==> src/rtl/shared_fifo_pkg.sv <==
// Shared definitions for the 5-queue shared-buffer FIFO and its drain/merge stages:
// queue count, queue id type and the round-robin scan helper.
package shared_fifo_pkg;

    localparam int NQ = 5;

    typedef logic [2:0] qid_t;

    typedef struct packed {
        qid_t g;
        logic found;
    } rr_res_t;

    // First set bit of elig scanning last+1, last+2, ... modulo 5 (wrap 4 -> 0).
    function automatic rr_res_t rr_next(input qid_t last, input logic [4:0] elig);
        rr_res_t r;
        int      idx;
        qid_t    i3;
        r.g     = '0;
        r.found = 1'b0;
        for (int k = 1; k <= 5; k++) begin
            idx = int'(last) + k;
            if (idx >= 5) idx = idx - 5;
            i3 = idx[2:0];
            if (!r.found && elig[i3]) begin
                r.found = 1'b1;
                r.g     = i3;
            end
        end
        return r;
    endfunction

endpackage

==> src/rtl/rr_pick5.sv <==
// Combinational 5-way round-robin picker: grants the first eligible queue after last.
// Shared by the drain arbiter and the upstream merge.
module rr_pick5
    import shared_fifo_pkg::*;
(
    input  logic [2:0] last,
    input  logic [4:0] elig,
    output logic [2:0] g,
    output logic       found
);

    rr_res_t res;

    always_comb begin
        res   = rr_next(last, elig);
        g     = res.g;
        found = res.found;
    end

endmodule

==> src/rtl/shared_fifo_drain_arb.sv <==
// Drain stage for the shared-buffer FIFO: round-robin pop of one non-empty queue per
// cycle onto a registered valid/ready stream. Optional macro SHARED_DRAIN_STRICT0_EN.
module shared_fifo_drain_arb #(
    parameter int WID = 32,
    parameter int NQ  = 5
) (
    input  logic              clk,
    input  logic              rst,
    input  logic              softreset,
    input  logic [NQ-1:0]     empty,
    input  logic [NQ*WID-1:0] din,
    output logic [NQ-1:0]     readout,
    output logic              vldout,
    input  logic              readyin,
    output logic [WID-1:0]    dout,
    output logic [2:0]        qid,
    output logic [15:0]       beats
);

    // Output handshake: a word transfers on a rising edge where vldout && readyin;
    // dout/qid are held while vldout && !readyin, and a new word may load in the
    // same cycle the current one is accepted.

    logic [WID-1:0] din_a [NQ];
    logic [4:0]     elig;
    logic [4:0]     rr_elig;
    logic [2:0]     last;
    logic [2:0]     rr_g;
    logic [2:0]     g;
    logic           rr_found;
    logic           any_elig;
    logic           accept;
    logic           load;

    for (genvar i = 0; i < NQ; i++) begin : g_din
        assign din_a[i] = din[i*WID +: WID];
    end

    assign elig = ~empty;

`ifdef SHARED_DRAIN_STRICT0_EN
    // Queue 0 bypasses the rotation; round-robin only among queues 1..4.
    assign rr_elig = elig & 5'b11110;
    assign g       = elig[0] ? 3'd0 : rr_g;
`else
    assign rr_elig = elig;
    assign g       = rr_g;
`endif

    rr_pick5 u_pick (
        .last  (last),
        .elig  (rr_elig),
        .g     (rr_g),
        .found (rr_found)
    );

    assign any_elig = rr_found | elig[0];
    assign accept   = vldout && readyin;
    // softreset wins over a pop in the same cycle.
    assign load     = (!vldout || readyin) && any_elig && !softreset;

    always_comb begin
        readout = '0;
        if (load) readout[g] = 1'b1;
    end

    always_ff @(posedge clk or posedge rst) begin
        if (rst) begin
            vldout <= 1'b0;
            dout   <= '0;
            qid    <= '0;
            beats  <= '0;
            last   <= 3'd4;
        end else if (softreset) begin
            vldout <= 1'b0;
            dout   <= '0;
            qid    <= '0;
            beats  <= '0;
            last   <= 3'd4;
        end else begin
            if (load) begin
                dout   <= din_a[g];
                qid    <= g;
                vldout <= 1'b1;
`ifdef SHARED_DRAIN_STRICT0_EN
                if (g != 3'd0) last <= g;
`else
                last   <= g;
`endif
            end else if (accept) begin
                vldout <= 1'b0;
            end
            if (accept) beats <= beats + 16'd1;
        end
    end

endmodule

==> config.mk <==
export PLATFORM = sky130hd
export DESIGN_NAME = shared_fifo_drain_arb
export DESIGN_NICKNAME = d
export VERILOG_FILES = /design/src/rtl/shared_fifo_pkg.sv /design/src/rtl/rr_pick5.sv /design/src/rtl/shared_fifo_drain_arb.sv
export SDC_FILE = /design/constraint.sdc
export NUM_CORES = 1
export LEC_CHECK = 0
export ABC_AREA = 1
export CAP_MARGIN = 20
export CORE_UTILIZATION = 45
export DETAILED_ROUTE_END_ITERATION = 6
export DONT_BUFFER_PORTS = 1
export PLACE_DENSITY = 0.69
export SYNTH_ARGS = -nofsm -noshare
export SYNTH_HDL_FRONTEND = slang
export SYNTH_SLANG_ARGS = --single-unit
export TNS_END_PERCENT = 50
==> constraint.sdc <==
create_clock -name clk -period 6.6 [get_ports clk]
set_clock_uncertainty 0.2 [all_clocks]
set_input_delay 0.66 -clock clk [delete_from_list [all_inputs] [get_ports clk]]
set_output_delay 0.66 -clock clk [all_outputs]
set_load 0.02 [all_outputs]
==> flow_summary.json <==
{
  "fmax_mhz": 176.8,
  "ant_nets": 0,
  "crit_path_frequent_cell": "inv_1",
  "period_share_pct": 85.68,
  "slew_viol_final": 0,
  "clkSinkCount": 53,
  "cp_num_buf_inv": 6,
  "ys_warn_count": 0,
  "cts_root_buf": "clkbuf_16",
  "crit_arrival_ps": 4800,
  "holdCritStartpoint": "softreset",
  "fin_nets": 1103,
  "route.vias.total": 5630,
  "post_cts_buffers": 0,
  "track_usage_pct": 25.07,
  "cp-start-kind": "register",
  "drtPass1Iterations": 5,
  "ios": 226,
  "row_count": 40,
  "portBuffers": 0,
  "setup_viol": 0,
  "crit_chain": "buf_4 -> inv_2 -> ha_1 -> inv_1 -> fa_1 -> inv_1 -> nand2_1 -> o21ai_0 -> nand3_1 -> nand2_2 -> nor2_8 -> nand4_1 -> nand3_2 -> inv_1 -> nand2_2 -> nor3_1 -> buf_4",
  "drive_gt1_share_pct": 5.959,
  "numCtsBuffers": 5,
  "drt_iter0_markers": 397,
  "fillCellCount": 1335,
  "die_h_microns": 113.8,
  "synth.avg_cell_area_sq_um": 5.902,
  "insertion_delay_ps": 290,
  "cts.path.max_buffers": 2,
  "synth_area_sq_um": 5624,
  "place_ws_ps": 1226,
  "hold_violations": 0,
  "final_cells": 1092,
  "drt-wirelength-per-cell_microns": 14.68,
  "grt_max_degree": 65,
  "route.met3.wl_microns": 926,
  "highest_layer": "met4",
  "max_cap_viol_count": 0,
  "cts-hold-fix-buffers": 0,
  "wl_met1_mm": 7.042,
  "post_cts_resized": 0,
  "yosysSeqAreaShare_pct": 23.60,
  "die_w_microns": 113.8,
  "worstMarginPinSlew_ps": 874.0,
  "core_sq_um": 12110,
  "viasPerCell": 5.156,
  "period_needed_ps": 5655,
  "dr_wl_met2_mm": 7.916,
  "synth_nets": 1134,
  "ys_types": 41,
  "slew_headroom_pct": 41.60,
  "finalWorstSetupSlack_ps": 944.9,
  "holdCritPathClass": "input pin to register",
  "overflow": 0,
  "crit_family": "simple AND/OR/NAND/NOR gates",
  "crit_type": "register to output port",
  "antenna_found_initial": 1,
  "h-tree-depth": 2,
  "critPathSlowestCell": "nand3_2",
  "grt_pass1_wl_mm": 25.85,
  "drc_errors": 0,
  "yosys-top-cells-area": "nand2_1 26%, dfrtp_1 23%, nand3_1 9.3%, inv_1 9.2%, nand3b_1 8.7%",
  "fin_tns_setup_ps": 0,
  "cp_max_fo": 35,
  "crit_start": "qid[0]",
  "crit_path_end_kind": "output port",
  "path_clk_slew_ps": 70,
  "cpPeakStageDelay_ps": 560,
  "gp_congestion": 0.9000,
  "rr_startpoint": "qid[0]",
  "grt_pass1_vias": 5142,
  "dp_hpwl_mm": 11.90,
  "placed_cells": 1083,
  "synth.top_cell.area_share_pct": 25.63,
  "initial_utilization_pct": 46.44,
  "grt_setup_unrepaired": "no",
  "yosys.area.top_type": "nand2_1",
  "outcome": "finished clean",
  "routed_wl_mm": 16.03,
  "required_ps": 5740,
  "cts_tree": "built",
  "fp.dieArea_sq_um": 12950,
  "ys_ff_latch": 53,
  "netlist_instances": 953,
  "area_growth_pct": 2.870
}
-- cell usage after synthesis (all sizes together) --
cell / n
fa: 1
nor4b: 1
nor3b: 1
buf: 43
a211oi: 1
ha: 11
nand2: 395
dfstp: 1
and3: 1
dfrtp: 52
a21oi: 16
xor2: 1
inv: 145
nand3: 108
nor3: 12
o21ai: 24
clkbuf: 5
xnor2: 1
a21boi: 1
nor4: 1
a31oi: 2
nand3b: 65
clkinv: 2
a22oi: 1
nor2: 53
nand4: 9
-- logic make-up after synthesis --
family | count (synthesis) | synth area share (%)
flip-flops | 53 | 23.60
AO/OA/AOI/OAI | 45 | 5.050
AND/OR/NAND/NOR | 646 | 52.81
buffers and inverters | 195 | 15.28
adder cells (fa/ha/maj) | 12 | 2.803
XOR/XNOR | 2 | 0.4450
-- worst paths after layout --
| kind | to | slack, ps | cells after the start |
|---|---|---|---|
| worst max-delay path | readout[0] | 940 | 17 |
| worst min-delay path | beats[2] | 220 | 1 |
| worst max register to register | dout[10] | 1870 | 19 |
| worst min register to register | dout[12] | 430 | 2 |
| max in group asynchronous | dout[29] | 5490 | 2 |
| min in group asynchronous | beats[14] | 230 | 2 |
-- routing by layer --
metal / up-vias / track usage (%)
met4: 0 / 5.022
met1: 2517 / 32.50
met3: 14 / 3.932
met2: 216 / 44.19
met5: - / 0
li1: 2883 / -
-- area by class of cell --
| type | count | area [sq um] | area share (%) |
|---|---|---|---|
| inverters | 147 | 551.8 | 9.537 |
| repair buffers | 10 | 95.09 | 1.644 |
| clock inverters | 3 | 26.28 | 0.4542 |
| flip-flops and latches | 53 | 1328 | 22.95 |
| diodes | 1 | 2.502 | 0.04325 |
| well taps | 168 | 210.2 | 3.633 |
| multi-input cells | 705 | 3447 | 59.58 |
| clock buffers | 5 | 125.1 | 2.163 |
-- flip-flops by register name, indices dropped and copies added (netlist names) --
name	cells
qid	3
beats	16
dout	32
last	1
vldout	1
-- cell usage in the layout (no fill, tap or decap), drive strengths merged, types with 2 or more instances in the layout --
cell type / Yosys / layout
nand3b: 65 / 65
nor2: 53 / 53
inv: 145 / 146
a21oi: 16 / 16
nand2: 395 / 395
o21ai: 24 / 24
clkbuf: 5 / 5
nand3: 108 / 108
nand4: 9 / 9
clkinv: 2 / 2
dfrtp: 52 / 52
nor3: 12 / 12
a31oi: 2 / 2
ha: 11 / 11
buf: 43 / 10
clkinvlp: 0 / 2
-- worst register-to-register path: stages, from the launching register on --
cell and delay (ps):
dfrtp_1 360, buf_4 220, inv_2 210, ha_1 180, inv_1 60, fa_1 380
inv_1 130, nand2_1 110, o21ai_0 360, nand3_1 120, nand3_1 120, nand2_2 120
nor2_8 200, nand4_1 170, nand3_2 540, inv_1 270, nand2_2 570, nand2_1 150
nand3_1 110, nand2_1 50
-- stage by stage --
step / hold slack, ps / util (%) / instance area, sq um
6_report: 220.7 / 47.77 / 5786
5_1_grt: 203.4 / 47.77 / 5786
4_1_cts: 214.9 / 47.75 / 5783
3_5_place_dp: 415.9 / 46.50 / 5632
3_3_place_gp: 411.9 / 46.27 / 5604
2_1_floorplan: 387.0 / - / 5624
Power is left out: the tool's default activity adds up to more than one toggle a clock period on the data nets, which glitch-free logic cannot reach.
